[config.mk]
export PLATFORM = sky130hd
export DESIGN_NAME = dsi_packet_assembler_flat
export DESIGN_NICKNAME = d
export VERILOG_FILES = /design/src/rtl/dsi_packet_assembler_pkg.sv /design/src/rtl/dsi_packet_assembler_if.sv /design/src/rtl/dsi_packet_assembler_crc16.sv /design/src/rtl/dsi_packet_assembler.sv /design/src/flat_wrapper.sv
export SDC_FILE = /design/constraint.sdc
export NUM_CORES = 1
export LEC_CHECK = 0
export BUFFER_PORTS_ARGS = -buffer_cell sky130_fd_sc_hd__buf_2
export CAP_MARGIN = 10
export CORE_MARGIN = 2
export CORE_UTILIZATION = 51
export DETAILED_ROUTE_END_ITERATION = 10
export HOLD_SLACK_MARGIN = 0.03
export PLACE_DENSITY_LB_ADDON = 0.3
export RECOVER_POWER = 25
export SETUP_SLACK_MARGIN = 0.5
export SLEW_MARGIN = 20
export SYNTH_ARGS = -nofsm -noshare
export SYNTH_HDL_FRONTEND = slang
export SYNTH_SLANG_ARGS = --single-unit
[constraint.sdc]
create_clock -name clk_i -period 3.95 [get_ports clk_i]
set_input_delay 0.1975 -clock clk_i [delete_from_list [all_inputs] [get_ports clk_i]]
set_output_delay 0.1975 -clock clk_i [all_outputs]
set_load 0.03 [all_outputs]
[src/rtl/dsi_packet_assembler_pkg.sv]
// rtl/dsi_packet_assembler_pkg.sv - shared DSI packet types, constants and ECC helper
package dsi_packet_assembler_pkg;

    typedef enum logic [2:0] {
        S_IDLE,
        S_HDR,
        S_PAYLOAD,
        S_CRC,
        S_DONE
    } state_t;

    localparam logic [5:0] PTYPE_VSYNC_START = 6'h01;
    localparam logic [5:0] PTYPE_VSYNC_END   = 6'h11;
    localparam logic [5:0] PTYPE_HSYNC_START = 6'h21;
    localparam logic [5:0] PTYPE_HSYNC_END   = 6'h31;
    localparam logic [5:0] PTYPE_BLANKING    = 6'h19;
    localparam logic [5:0] PTYPE_DCS_LONG    = 6'h39;
    localparam logic [5:0] PTYPE_RGB888      = 6'h3E;

    localparam logic [15:0] DSI_CRC_INIT      = 16'hFFFF;
    localparam logic [15:0] DSI_CRC_POLY_REFL = 16'h8408;

    // DSI header ECC: 6 parity bits over {b2, b1, DI}; bits [7:6] are always 0.
    function automatic logic [7:0] dsi_ecc(input logic [23:0] d);
        logic [7:0] e;
        e    = 8'h00;
        e[0] = d[0]^d[1]^d[2]^d[4]^d[5]^d[7]^d[10]^d[11]^d[13]^d[16]^d[20]^d[21]^d[22]^d[23];
        e[1] = d[0]^d[1]^d[3]^d[4]^d[6]^d[8]^d[10]^d[12]^d[14]^d[17]^d[20]^d[21]^d[22]^d[23];
        e[2] = d[0]^d[2]^d[3]^d[5]^d[6]^d[9]^d[11]^d[12]^d[15]^d[18]^d[20]^d[21]^d[22];
        e[3] = d[1]^d[2]^d[3]^d[7]^d[8]^d[9]^d[13]^d[14]^d[15]^d[19]^d[20]^d[21]^d[23];
        e[4] = d[4]^d[5]^d[6]^d[7]^d[8]^d[9]^d[16]^d[17]^d[18]^d[19]^d[20]^d[22]^d[23];
        e[5] = d[10]^d[11]^d[12]^d[13]^d[14]^d[15]^d[16]^d[17]^d[18]^d[19]^d[21]^d[22]^d[23];
        return e;
    endfunction

endpackage

[src/rtl/dsi_packet_assembler_if.sv]
// rtl/dsi_packet_assembler_if.sv - packet request and HS byte stream bundle
interface dsi_packet_assembler_if #(
    parameter int G = 1
);
    logic              p_req;
    logic              p_islong;
    logic [5:0]        p_type;
    logic [15:0]       p_wcount;
    logic [15:0]       p_command;
    logic              p_last;
    logic [24*G-1:0]   p_payload;
    logic              p_dreq;
    logic [7:0]        hs_data;
    logic              hs_valid;
    logic              hs_sop;
    logic              hs_eot;

    modport slave (
        input  p_req, p_islong, p_type, p_wcount, p_command, p_last, p_payload,
        output p_dreq, hs_data, hs_valid, hs_sop, hs_eot
    );

    modport master (
        output p_req, p_islong, p_type, p_wcount, p_command, p_last, p_payload,
        input  p_dreq, hs_data, hs_valid, hs_sop, hs_eot
    );
endinterface

[src/rtl/dsi_packet_assembler_crc16.sv]
// rtl/dsi_packet_assembler_crc16.sv - byte-wide reflected CRC-16 accumulator
module dsi_crc16
    import dsi_packet_assembler_pkg::*;
(
    input  logic        clk_i,
    input  logic        rst_n_i,
    input  logic        init_i,
    input  logic        en_i,
    input  logic [7:0]  data_i,
    output logic [15:0] crc_o
);

    logic [15:0] crc_q;
    logic [15:0] crc_d;

    // One byte folded in LSB-first through the reflected polynomial.
    function automatic logic [15:0] crc_byte(input logic [15:0] c, input logic [7:0] b);
        logic [15:0] r;
        r = c ^ {8'h00, b};
        for (int i = 0; i < 8; i++) begin
            r = r[0] ? ((r >> 1) ^ DSI_CRC_POLY_REFL) : (r >> 1);
        end
        return r;
    endfunction

    // Next CRC: init wins over an update in the same cycle.
    always_comb begin
        crc_d = crc_q;
        if (init_i) begin
            crc_d = DSI_CRC_INIT;
        end else if (en_i) begin
            crc_d = crc_byte(crc_q, data_i);
        end
    end

    // CRC register.
    always_ff @(posedge clk_i or negedge rst_n_i) begin
        if (!rst_n_i) begin
            crc_q <= DSI_CRC_INIT;
        end else begin
            crc_q <= crc_d;
        end
    end

    assign crc_o = crc_q;

endmodule

[src/rtl/dsi_packet_assembler.sv]
// rtl/dsi_packet_assembler.sv - serializes DSI packet requests into a gapless HS byte stream
module dsi_packet_assembler
    import dsi_packet_assembler_pkg::*;
#(
    parameter int g_pixels_per_clock = 1,
    parameter int g_virtual_channel  = 0
) (
    input  logic                    clk_i,
    input  logic                    rst_n_i,
    dsi_packet_assembler_if.slave   pif,
    output logic                    busy_o
);

    localparam int         W        = 3 * g_pixels_per_clock;
    localparam int         PW       = 24 * g_pixels_per_clock;
    localparam logic [1:0] VC       = 2'(g_virtual_channel);
    localparam logic [7:0] POS_LAST = 8'(W - 1);
    localparam logic [7:0] POS_REQ  = 8'(W - 3);

    state_t          state_q;
    logic [1:0]      hcnt_q;
    logic            ccnt_q;
    logic [7:0]      pos_q;
    logic [15:0]     rem_q;
    logic            islong_q;
    logic            last_q;
    logic [5:0]      type_q;
    logic [7:0]      b1_q;
    logic [7:0]      b2_q;
    logic [15:0]     wc_q;
    logic [PW-1:0]   word_q;
    logic [7:0]      data_q;
    logic            valid_q;
    logic            sop_q;
    logic            eot_q;
    logic            dreq_q;

    logic [7:0]      ecc_d;
    logic [7:0]      word_byte_d;
    logic [7:0]      pay_byte_d;
    logic            crc_en_d;
    logic            crc_init_d;
    logic [15:0]     crc;
    logic            accept_d;

    assign accept_d   = (state_q == S_IDLE) && pif.p_req;
    assign crc_init_d = accept_d;
    assign ecc_d      = dsi_ecc({b2_q, b1_q, VC, type_q});

    // Byte following the one on the output, taken from the held word.
    always_comb begin
        word_byte_d = 8'h00;
        for (int i = 0; i < W; i++) begin
            if (pos_q + 8'd1 == 8'(i)) begin
                word_byte_d = word_q[8*i +: 8];
            end
        end
    end

    // Payload byte loaded this cycle; a fresh word is taken straight from the FIFO port.
    always_comb begin
        crc_en_d   = 1'b0;
        pay_byte_d = 8'h00;
        if (state_q == S_HDR && hcnt_q == 2'd3 && islong_q && wc_q != 16'd0) begin
            crc_en_d   = 1'b1;
            pay_byte_d = pif.p_payload[7:0];
        end else if (state_q == S_PAYLOAD && rem_q != 16'd0) begin
            crc_en_d   = 1'b1;
            pay_byte_d = (pos_q == POS_LAST) ? pif.p_payload[7:0] : word_byte_d;
        end
    end

    dsi_crc16 u_crc (
        .clk_i   (clk_i),
        .rst_n_i (rst_n_i),
        .init_i  (crc_init_d),
        .en_i    (crc_en_d),
        .data_i  (pay_byte_d),
        .crc_o   (crc)
    );

    // Packet FSM; the output registers always hold the byte of the current state.
    always_ff @(posedge clk_i or negedge rst_n_i) begin
        if (!rst_n_i) begin
            state_q  <= S_IDLE;
            hcnt_q   <= 2'd0;
            ccnt_q   <= 1'b0;
            pos_q    <= 8'd0;
            rem_q    <= 16'd0;
            islong_q <= 1'b0;
            last_q   <= 1'b0;
            type_q   <= 6'd0;
            b1_q     <= 8'd0;
            b2_q     <= 8'd0;
            wc_q     <= 16'd0;
            word_q   <= '0;
            data_q   <= 8'd0;
            valid_q  <= 1'b0;
            sop_q    <= 1'b0;
            eot_q    <= 1'b0;
            dreq_q   <= 1'b0;
        end else begin
            sop_q  <= 1'b0;
            eot_q  <= 1'b0;
            dreq_q <= 1'b0;
            case (state_q)
                S_IDLE: begin
                    valid_q <= 1'b0;
                    data_q  <= 8'd0;
                    if (pif.p_req) begin
                        islong_q <= pif.p_islong;
                        last_q   <= pif.p_last;
                        type_q   <= pif.p_type;
                        wc_q     <= pif.p_wcount;
                        b1_q     <= pif.p_islong ? pif.p_wcount[7:0]  : pif.p_command[7:0];
                        b2_q     <= pif.p_islong ? pif.p_wcount[15:8] : pif.p_command[15:8];
                        data_q   <= {VC, pif.p_type};
                        valid_q  <= 1'b1;
                        sop_q    <= 1'b1;
                        hcnt_q   <= 2'd0;
                        state_q  <= S_HDR;
                    end
                end
                S_HDR: begin
                    case (hcnt_q)
                        2'd0: begin
                            data_q <= b1_q;
                            hcnt_q <= 2'd1;
                        end
                        2'd1: begin
                            data_q <= b2_q;
                            hcnt_q <= 2'd2;
                            // First word request lands two bytes ahead of payload byte 0.
                            dreq_q <= islong_q && (wc_q != 16'd0);
                        end
                        2'd2: begin
                            data_q <= ecc_d;
                            hcnt_q <= 2'd3;
                        end
                        default: begin
                            if (islong_q && wc_q != 16'd0) begin
                                data_q  <= pay_byte_d;
                                word_q  <= pif.p_payload;
                                pos_q   <= 8'd0;
                                rem_q   <= wc_q - 16'd1;
                                state_q <= S_PAYLOAD;
                            end else if (islong_q) begin
                                data_q  <= crc[7:0];
                                ccnt_q  <= 1'b0;
                                state_q <= S_CRC;
                            end else begin
                                data_q  <= 8'd0;
                                valid_q <= 1'b0;
                                eot_q   <= last_q;
                                state_q <= S_DONE;
                            end
                        end
                    endcase
                end
                S_PAYLOAD: begin
                    if (rem_q == 16'd0) begin
                        data_q  <= crc[7:0];
                        ccnt_q  <= 1'b0;
                        state_q <= S_CRC;
                    end else begin
                        data_q <= pay_byte_d;
                        rem_q  <= rem_q - 16'd1;
                        if (pos_q == POS_LAST) begin
                            word_q <= pif.p_payload;
                            pos_q  <= 8'd0;
                        end else begin
                            pos_q <= pos_q + 8'd1;
                        end
                        // Request the next word only if bytes remain beyond the current one.
                        dreq_q <= (pos_q == POS_REQ) && (rem_q >= 16'd3);
                    end
                end
                S_CRC: begin
                    if (!ccnt_q) begin
                        data_q <= crc[15:8];
                        ccnt_q <= 1'b1;
                    end else begin
                        data_q  <= 8'd0;
                        valid_q <= 1'b0;
                        eot_q   <= last_q;
                        state_q <= S_DONE;
                    end
                end
                default: begin
                    state_q <= S_IDLE;
                end
            endcase
        end
    end

    assign pif.p_dreq   = rst_n_i && (accept_d || dreq_q);
    assign pif.hs_data  = data_q;
    assign pif.hs_valid = valid_q;
    assign pif.hs_sop   = sop_q;
    assign pif.hs_eot   = eot_q;
    assign busy_o       = (state_q != S_IDLE);

endmodule

[src/flat_wrapper.sv]
// flat-port wrapper written by rule: the top's interface ports become plain ports
module dsi_packet_assembler_flat import dsi_packet_assembler_pkg::*;
#(
    parameter int g_pixels_per_clock = 1,
    parameter int g_virtual_channel  = 0
)
  (clk_i, rst_n_i, busy_o, pif_p_req, pif_p_islong, pif_p_type, pif_p_wcount, pif_p_command, pif_p_last, pif_p_payload, pif_p_dreq, pif_hs_data, pif_hs_valid, pif_hs_sop, pif_hs_eot);
  dsi_packet_assembler_if #(.G((1))) pif_i ();
  input  logic clk_i;
  input  logic rst_n_i;
  output logic busy_o;
  input wire logic [$bits(pif_i.p_req)-1:0] pif_p_req;
  input wire logic [$bits(pif_i.p_islong)-1:0] pif_p_islong;
  input wire logic [$bits(pif_i.p_type)-1:0] pif_p_type;
  input wire logic [$bits(pif_i.p_wcount)-1:0] pif_p_wcount;
  input wire logic [$bits(pif_i.p_command)-1:0] pif_p_command;
  input wire logic [$bits(pif_i.p_last)-1:0] pif_p_last;
  input wire logic [$bits(pif_i.p_payload)-1:0] pif_p_payload;
  output wire logic [$bits(pif_i.p_dreq)-1:0] pif_p_dreq;
  output wire logic [$bits(pif_i.hs_data)-1:0] pif_hs_data;
  output wire logic [$bits(pif_i.hs_valid)-1:0] pif_hs_valid;
  output wire logic [$bits(pif_i.hs_sop)-1:0] pif_hs_sop;
  output wire logic [$bits(pif_i.hs_eot)-1:0] pif_hs_eot;
  assign pif_i.p_req = pif_p_req;
  assign pif_i.p_islong = pif_p_islong;
  assign pif_i.p_type = pif_p_type;
  assign pif_i.p_wcount = pif_p_wcount;
  assign pif_i.p_command = pif_p_command;
  assign pif_i.p_last = pif_p_last;
  assign pif_i.p_payload = pif_p_payload;
  assign pif_p_dreq = pif_i.p_dreq;
  assign pif_hs_data = pif_i.hs_data;
  assign pif_hs_valid = pif_i.hs_valid;
  assign pif_hs_sop = pif_i.hs_sop;
  assign pif_hs_eot = pif_i.hs_eot;
  dsi_packet_assembler #(.g_pixels_per_clock(g_pixels_per_clock), .g_virtual_channel(g_virtual_channel)) u_core (.clk_i(clk_i), .rst_n_i(rst_n_i), .pif(pif_i), .busy_o(busy_o));
endmodule
==> run metrics, run 1 <==
first-pass GRT wire length=around 35000 um; Synth cell types=88; clock buffer count from CTS=17; Synth top cells by count=144 x nand2_1, 106 x dfrtp_1, 84 x o21ai_0, 43 x nor2_1, 39 x a21oi_1; # DRC=0; Placed Area=8440 sq um; Synth Area in Adders=1.73%; IO buf count=79; dpl ws=between 0.5 and 0.6 ns; largest family of logic cells by synthesized area=compound AO/OA/AOI/OAI gates; register area share after synthesis=~39%; post-synthesis mux area share=around 6.7%; first-pass detailed-route iteration total=5; Die X=~130 um; ant diodes=0; CTS max path bufs=2; area share of the largest cell type after synthesis=between 30% and 40%; row count=between 40 and 50; Worst IR Drop VDD=0.000575 V; # fillers=1268; top-count cell post-synth=nand2_1; GR Util All Layers=between 20% and 30%; share of layout cells above drive strength 1=approximately 20%; Least-Margin Pin Slew=slightly above 1 ns; Final Hold Fails=0; Slew HR=about a third; Setup violations, final=0; hpwl dp=between 10000 and 15000 um; status=finished, final reports clean; xor and xnor fraction of the mapped netlist area=7.93%; antenna viol nets, final=0; CP Max Fanout=10; Post-Syn Nets=940; Register Area=3070 sq um; Placer Congestion=between 0.9 and 1; via/cell ratio=~6; Core Area=approximately 15000 sq um; vias=slightly above 7000; final setup TNS=0 ns; final wirelength=21300 um; multi-input logic area=approximately 4600 sq um; max-cap violations=0; Finished Cell Area=around 9500 sq um; RSZ-0062 raised after global routing=no; routed length per instance=18.3 um; Final Non-Filler Cells=1161; area grow syn2layout=19.4%; clk_lat worst skew=approximately 0.43 ns; fin. max-slew vios=0; fin util=between 60% and 70%; Initial Utilization=~52%; ys async rst share=100%; top_reg_cell synth=dfrtp_1; Synth area leader=dfrtp_1; hold_ws=0.0357 ns; clock root buffer=clkbuf_16; Iter 0 DRT Violations=slightly below 700; Clock transition at path regs=0.06 ns; total net switching power=about 3.6 mW; critical path data required time=roughly 4.3 ns; P_leak=between 4 and 5 nW; sequential share of power=between 20% and 30%; Avg Inst Size Synth=9.21 sq um; Die H=about 130 um; vias in the first global route=roughly 6600; H-tree depth=4; Hold WC Path Type=in2reg; Final min period=roughly 3.2 ns; CTS tree=built; Placed Cells incl. Taps=approximately 1100; post-synthesis compound-gate area fraction=between 20 and 25%; initial antenna violation count=0; #FFs+latches synth=~120; io pins=80; synthesized cell area=roughly 7900 sq um; Clk pwr share=between 20% and 30%; critical path launch point type=flip-flop; Power Dens Cells=898 nW/um^2; Worst EP arrival=3.53 ns; slack of the critical path=about 0.78 ns; overall power=between 8 and 9 mW; cell count after synthesis=862; Pint=a little under 5 mW; Simple-Gate Fraction of Synth Area=18.8%; largest net degree at the start of global routing=81; Layout Nets=around 1000; Net Sw Frac=approximately two fifths; Gate power share=50.0%; yosys warns=0; clock skew=roughly 0.0086 ns; Total Die Area=16600 sq um; Fmax=approximately 320 MHz; Post-synth EDFFs=0; nature of the critical path endpoint=flip-flop; crit path kind=reg2reg; Area contributors post-synth=dfrtp_1 33%, nand2_1 6.8%, dfstp_2 5.3%; clk sinks=between 100 and 150; GRT overflow=0; Final Cycle Share=roughly 80%
final timing paths:
path	startpoint	end	slack, ns	cells past startpoint
max	u_core.pos_q[0]$_DFFE_PN0P_	u_core.u_crc.crc_o[3]$_DFFE_PN1P_	0.78	10
min	pif_p_wcount[15]	u_core.wc_q[15]$_DFFE_PN0P_	0.04	3
max reg2reg	u_core.pos_q[0]$_DFFE_PN0P_	u_core.u_crc.crc_o[3]$_DFFE_PN1P_	0.78	10
min reg2reg	u_core.word_q[23]$_DFFE_PN0P_	u_core.word_q[23]$_DFFE_PN0P_	0.50	1
max in group asynchronous	rst_n_i	u_core.state_q[1]$_DFFE_PN0P_	2.19	3
min in group asynchronous	rst_n_i	u_core.rem_q[9]$_DFFE_PN0P_	0.30	2
power by group through the flow:
stage	registers, mW	clock network (mW)	logic [mW]
finish	2.54	1.72	4.25
global route	2.61	1.79	4.69
CTS	2.52	1.73	4.23
detailed placement	2.53	0	4.15
global placement	2.52	0	4.10
floorplan	2.37	0	3.36
critical path: stages (launching register included):
cell	delay [ns]
dfrtp_1	0.47
inv_1	0.13
ha_2	0.31
inv_1	0.09
or4_4	0.59
and2_4	0.16
a221o_1	0.31
a32o_2	0.31
xor2_2	0.24
xnor3_1	0.35
a21oi_1	0.15
sequential cells by signal, summed over array words and instances, names as in the netlist, 2 cells and up:
signal,flops
u_core.b2_q,8
u_core.state_q,3
u_core.wc_q,16
u_core.pos_q,8
u_core.word_q,24
u_core.b1_q,8
u_core.pif.hs_data,8
u_core.type_q,6
u_core.u_crc.crc_o,16
u_core.hcnt_q,2
u_core.rem_q,16
kinds of logic after synthesis:
family	Yosys count
buf+inv	68
mux	50
compound gates	252
fa+ha+maj	11
xor+xnor	56
simple gates	303
flops	122
cells in the final DEF (no fill, tap or decap), types with 5 or more instances in the layout:
cell type | synthesis | routed
dlygate4sd3_1 | 0 | 38
a31oi_1 | 11 | 11
mux2i_1 | 24 | 23
xnor2_1 | 34 | 34
clkbuf_16 | 0 | 17
or3_1 | 5 | 5
buf_4 | 1 | 12
nand3_1 | 18 | 18
nor2_1 | 43 | 42
nand2_1 | 144 | 144
and2_1 | 7 | 7
dfstp_2 | 16 | 16
dfrtp_1 | 106 | 105
nor2b_1 | 9 | 9
a211oi_1 | 9 | 9
nor3_1 | 34 | 34
a221oi_1 | 8 | 8
a22o_1 | 5 | 5
xnor3_1 | 9 | 9
buf_2 | 6 | 67
a221o_1 | 13 | 13
o2111ai_1 | 6 | 6
a222oi_1 | 6 | 6
mux2_2 | 26 | 26
nand2b_1 | 7 | 7
o21ai_0 | 84 | 84
clkbuf_1 | 36 | 12
o31ai_1 | 5 | 5
xor2_1 | 11 | 11
a21oi_1 | 39 | 39
ha_1 | 11 | 10
inv_1 | 17 | 17
o21a_1 | 7 | 7
what timing repair did:
item | in CTS | in global routing
hold endpoints to repair | 77 | 0
hold buffers | 38 | 0
resized for setup | 0 | 5
setup buffers | 0 | 0
endpoints found under the setup margin | 0 | 6
metal layers:
metal,up-vias,part of all wire [%],GRT usage (%),wire (um)
li1,3350,-,-,-
met1,3459,47,37.7,10000
met2,245,45,41.8,9640
met3,38,5.7,4.86,1210
met4,0,2.0,8.25,415
met5,-,0,0,0
area by class of cell:
class | instances | share of cell area (%)
Clock buffer | 20 | 4.92
Clock inverter | 12 | 1.98
Inverter | 17 | 0.673
Multi-Input combinational cell | 672 | 48.5
Sequential cell | 122 | 32.4
Tap cell | 188 | 2.48
Timing Repair Buffer | 130 | 9.03
(Power assumes the default switching activity.)
==> run 2: changes to the inputs <==
- ABC_AREA: unset -> 1
- clock period: 3.95 -> 3 ns (I/O delays scaled with it)
==> run metrics, run 2 <==
status=finished, violations left; failing checks=max-capacitance violations, max-slew violations; Synth cell types=between 40 and 50; crit path kind=reg2reg; top_reg_cell synth=dfrtp_1; Placed Area=8190 sq um; first-pass detailed-route iteration total=7; sequential share of power=around 29%; Synth area leader=dfrtp_1; Least-Margin Pin Slew=1.67 ns; Synth top cells by count=271 x nand2_1, 108 x inv_1, 106 x dfrtp_1, 83 x nand3_1, 73 x o21ai_0; commonest non-fill, non-tap cells in the layout=227 x nand2_1, 104 x dfrtp_1, 102 x inv_1, 79 x buf_2, 71 x nand3_1; #FFs+latches synth=approximately 120; total net switching power=slightly above 5 mW; clk sinks=~120; Avg Inst Size Synth=7.53 sq um; GR Util All Layers=between 20% and 30%; cells along the critical path=ha_2, nand2_2, inv_2, nand2_2, nand2_2, nand2_2, nand3_4, nor2_4, nand2_2, o21ai_2, nand2_1, nand2_2, nand2_4, nand2_4, nand2_2, nand2_4, nand2_4, nand3_2, nand3_1, nand2_1, inv_1; critical path launch point type=flip-flop; nature of the critical path endpoint=flip-flop; CP Max Fanout=5; Initial Utilization=52.3%; GRT overflow=0; # DRC=0; register area share after synthesis=between 40% and 50%; Final min period=between 2 and 3 ns; Die X=about 130 um; CTS max path bufs=2; via/cell ratio=between 5 and 6; most flop-heavy register=u_core.word_q; yosys warns=0; Slew HR=-11.4%; Iter 0 DRT Violations=slightly below 800; critical path's slowest cell=dfrtp_1; Final Cycle Share=a little over four fifths; CTS tree=built; max-cap violations=1; Area contributors post-synth=dfrtp_1 35%, nand2_1 13%, dfstp_2 5.5%; Pint=slightly below 6 mW; clock skew=around 0.012 ns; cell count after synthesis=around 1000; initial antenna violation count=0; vias=between 7000 and 8000; Post-Syn Nets=around 1100; Total Die Area=15900 sq um; Critical Path Max Stage Delay=~0.42 ns; P_leak=4.84 nW; Placer Congestion=0.924; first-pass GRT wire length=around 36000 um; ant diodes=0; io pins=80; synthesized cell area=between 7000 and 8000 sq um; largest net degree at the start of global routing=123; area grow syn2layout=29.8%; Fmax=roughly 400 MHz; Layout Nets=~1200; final wirelength=around 23000 um; Final Hold Fails=0; vias in the first global route=approximately 7300; worst path bufs/invs=2; H-tree depth=4; IO buf count=slightly below 80; clock root buffer=clkbuf_16; Setup violations, final=0; Power Dens Cells=~1100 nW/um^2; top-count cell post-synth=nand2_1; final setup TNS=0 ns; Post-synth EDFFs=0; area share of the largest cell type after synthesis=a little over a third; Die H=126 um; max reg flops=24; RSZ-0062 raised after global routing=yes; fin. max-slew vios=between 100 and 150; share of layout cells above drive strength 1=about 25%; routed length per instance=roughly 17 um; Gate power share=a little over half; antenna viol nets, final=0; Net Sw Frac=between 40% and 50%; cell repeated most along the worst path=nand2_2; row count=44; Finished Cell Area=a little under 10000 sq um; delay-heaviest family, CP=simple AND/OR/NAND/NOR gates; ys async rst share=between 90% and 100%; clk_lat worst skew=between 0.4 and 0.5 ns; clock buffer count from CTS=17; hpwl dp=14700 um; Core Area=roughly 15000 sq um; Clk pwr share=17.6%; Hold WC Path Type=in2reg; Worst IR Drop VDD=a little under 0.0007 V; Clock transition at path regs=approximately 0.06 ns; critical path data required time=about 3.4 ns; Worst EP arrival=around 2.9 ns; commonest non-fill, non-tap cell in the layout=nand2_1
## run 2: worst paths after layout
kind                       depth (start not counted)  slack [ns]                   startpoint                                end
min                                                3        0.07             pif_p_payload[0]       u_core.word_q[0]$_DFFE_PN0P_
min reg2reg                                        2        0.48    u_core.last_q$_DFFE_PN0P_          u_core.last_q$_DFFE_PN0P_
max reg2reg                                       21        0.49  u_core.pos_q[0]$_DFFE_PN0P_  u_core.u_crc.crc_o[8]$_DFFE_PN1P_
min in group asynchronous                          3        0.84                      rst_n_i      u_core.word_q[10]$_DFFE_PN0P_
max                                               21        0.49  u_core.pos_q[0]$_DFFE_PN0P_  u_core.u_crc.crc_o[8]$_DFFE_PN1P_
max in group asynchronous                          3        0.97                      rst_n_i        u_core.pos_q[2]$_DFFE_PN0P_
## run 2: layout make-up
class	count	area (sq um)
Sequential cell	122	3080
Tap cell	184	230
Timing Repair Buffer	164	1230
Clock inverter	14	115
Fill cell	1172	4670
Clock buffer	18	439
Inverter	121	465
Multi-Input combinational cell	734	4290
Timing Repair inverter	2	10.0
## run 2: metal layers
| layer | vias to the layer above | GRT usage [%] | wire (um) |
|---|---|---|---|
| li1 | 3623 | - | - |
| met1 | 3585 | 37.2 | 9670 |
| met2 | 314 | 47.9 | 11100 |
| met3 | 47 | 5.40 | 1350 |
| met4 | 0 | 9.31 | 519 |
| met5 | - | 0 | 0 |
## run 2: power by group through the flow
stage | clock, mW | sequential (mW) | combinational [mW]
global placement | 0 | 3.11 | 5.11
CTS | 1.94 | 3.11 | 5.42
detailed placement | 0 | 3.12 | 5.22
floorplan | 0 | 3.01 | 4.10
finish | 1.93 | 3.14 | 5.90
global route | 2.00 | 3.24 | 6.54
## run 2: cell families after synthesis
group | count (synthesis) | share of synthesized area, %
AO/OA/AOI/OAI | 198 | 14.8
buffers and inverters | 156 | 8.23
AND/OR/NAND/NOR | 444 | 25.2
adder cells (fa/ha/maj) | 11 | 1.81
flip-flops | 122 | 40.4
multiplexers | 16 | 2.37
XOR/XNOR | 62 | 7.15
## run 2: what timing repair did
action                     CTS  global route
pin swaps                    2            34
hold endpoints to repair   170             0
cloned                       3             4
hold buffers                59             0
gates resized for setup     10           113
setup buffers                3             7
setup endpoints to repair   30            54
## run 2: tightest hold or removal path: cells and delay by family
family | cells | cell delay, ns
AO/OA/AOI/OAI | 1 | 0.09
buffers and inverters | 2 | 0.21
## run 2: stage by stage
step	hold WS [ns]	instances	util [%]	total power, mW	setup slack, ns
finish	0.0677	1359	67.9	11.0	0.486
floorplan	-0.146	1009	-	7.10	0.799
detailed placement	0.333	1251	56.3	8.35	0.201
global placement	0.329	1251	56.3	8.21	0.236
global route	0.0838	1359	67.9	11.8	0.313
CTS	0.0431	1348	64.8	10.5	0.473
==> run 3: changes to the inputs <==
- clock period: 3 -> 2.4 ns (I/O delays scaled with it)
==> run metrics, run 3 (synthesis gave the netlist of run 2 again) <==
status=finished, violations left; failing checks=max-capacitance violations, max-slew violations, negative setup slack; commonest non-fill, non-tap cell in the layout=nand2_1; # fillers=about 860; Setup violations, final=21; vias in the first global route=around 8400; Slew HR=-2.27%; clock buffer count from CTS=17; largest net degree at the start of global routing=62; routed length per instance=around 20 um; final setup TNS=-2.22 ns; critical path's slowest cell=dfrtp_1; GR Util All Layers=between 30% and 40%; Initial Utilization=a little over half; Die X=approximately 130 um; Layout Nets=between 1000 and 1500; first-pass detailed-route iteration total=8; critical path data required time=approximately 2.8 ns; delay-heaviest family, CP=simple AND/OR/NAND/NOR gates; CTS max path bufs=2; clock skew=approximately 0.013 ns; Iter 0 DRT Violations=about 1000; nature of the critical path endpoint=flip-flop; P_leak=roughly 5.7 nW; clk_lat worst skew=~0.43 ns; worst path bufs/invs=3; initial antenna violation count=0; Finished Cell Area=between 10000 and 15000 sq um; hpwl dp=15500 um; Final min period=around 2.6 ns; H-tree depth=4; IO buf count=between 70 and 80; most flop-heavy register=u_core.word_q; Critical Path Max Stage Delay=between 0.4 and 0.5 ns; clk sinks=around 120; clock root buffer=clkbuf_16; # DRC=0; crit path from=u_core.pos_q[3]$_DFFE_PN0P_; RR Startpoint=u_core.pos_q[3]$_DFFE_PN0P_; cells along the critical path=nand2_2, nor2_1, nand2_2, nand2_2, nand3_2, nor2_4, buf_6, buf_6, nand3_1, nand2_1, nand2_1, nand2_4, nand2_4, nand2_4, nand2_2, nand3_1, nand2_1, nand3_1, nand3_1, nand2_1, inv_1; final wirelength=about 29000 um; Least-Margin Pin Slew=1.53 ns; max reg flops=24; max-cap violations=1; io pins=80; CTS tree=built; crit path kind=reg2reg; Placer Congestion=0.973; CP Max Fanout=5; Worst IR Drop VDD=0.000932 V; Total Die Area=roughly 16000 sq um; Clock transition at path regs=0.06 ns; via/cell ratio=between 5 and 6; Core Area=14500 sq um; slack of the critical path=-0.194 ns; first-pass GRT wire length=~43000 um; commonest non-fill, non-tap cells in the layout=196 x nand2_1, 105 x dfrtp_1, 95 x inv_1, 78 x buf_2, 69 x buf_4; GRT overflow=0; row count=44; fin. max-slew vios=just over 60; Hold WC Path Type=in2async; Die H=approximately 130 um; antenna viol nets, final=0; Power Dens Cells=approximately 1400 nW/um^2; area grow syn2layout=52.8%; ant diodes=0; RSZ-0062 raised after global routing=yes; Final Cycle Share=108%; critical path launch point type=flip-flop; dpl ws=-0.110 ns; Placed Area=between 8000 and 9000 sq um; Fmax=a little under 400 MHz; Final Hold Fails=0; vias=between 8000 and 9000; share of layout cells above drive strength 1=a little under two fifths; Worst EP arrival=2.95 ns
-- run 3: cell types whose count changed in the layout (fill, tap and decap cells not counted), sizes merged, moves of 3 or more --
cell and delta:
dlygate4sd3 +5, o21ai +3, buf +97, inv -5, nor2 -3, clkinvlp -7
clkinv +6
-- run 3: worst paths after layout --
check | end | slack [ns] | cells past startpoint
worst max-delay path | u_core.u_crc.crc_o[3]$_DFFE_PN1P_ | -0.19 | 21
worst min-delay path | u_core.word_q[15]$_DFFE_PN0P_ | 0.16 | 2
worst max register to register | u_core.u_crc.crc_o[3]$_DFFE_PN1P_ | -0.19 | 21
worst min register to register | u_core.word_q[2]$_DFFE_PN0P_ | 0.49 | 2
max in group asynchronous | u_core.rem_q[10]$_DFFE_PN0P_ | 0.41 | 3
min in group clk_i | u_core.b1_q[2]$_DFFE_PN0P_ | 0.17 | 3
-- run 3: power by group --
group          internal [mW]  switching (mW)  total [mW]
Clock                   1.44           0.952        2.39
Combinational           4.51            5.64        10.2
Sequential              3.07           0.948        4.02
Total                   9.03            7.54        16.6
-- run 3: metal layers --
layer / up-vias / global-route usage, % / share of wire, %
met2: 506 / 57.8 / 49
met3: 140 / 7.18 / 7.3
met5: - / 0 / 0
li1: 3839 / - / -
met1: 4121 / 42.5 / 38
met4: 0 / 17.3 / 5.1
-- run 3: per-stage QoR --
| stage | cells | utilization (%) | hold slack (ns) | total power, mW |
|---|---|---|---|---|
| after global routing | 1457 | 79.9 | 0.185 | 17.5 |
| after global placement | 1270 | 58.8 | 0.0847 | 10.8 |
| final | 1457 | 79.9 | 0.162 | 16.6 |
| after detailed placement | 1270 | 58.8 | 0.0840 | 11.0 |
| after CTS | 1431 | 75.9 | 0.140 | 15.3 |
| after floorplan | 1009 | - | -0.176 | 9.25 |
-- run 3: cell type report --
class	count	area (sq um)	area share [%]
Multi-Input combinational cell	734	4920	42.4
Sequential cell	122	3070	26.5
Timing Repair Buffer	266	2370	20.4
Inverter	121	474	4.09
Clock buffer	19	453	3.90
Tap cell	184	230	1.98
Clock inverter	9	77.6	0.668
Timing Repair inverter	2	12.5	0.108
-- run 3: repair_timing --
action	CTS	global route
setup endpoints to repair	97	90
hold endpoints to repair	97	0
setup buffers	56	25
pin swaps	67	50
hold buffers	64	0
gates resized for setup	196	89
gates cloned	13	1
-- run 3: worst register-to-register path, delay by kind of cell, from the launching register on --
kind / cells / cell delay [ns]
and+or+nand+nor: 18 / 1.82
DFF: 1 / 0.42
buffers and inverters: 3 / 0.27
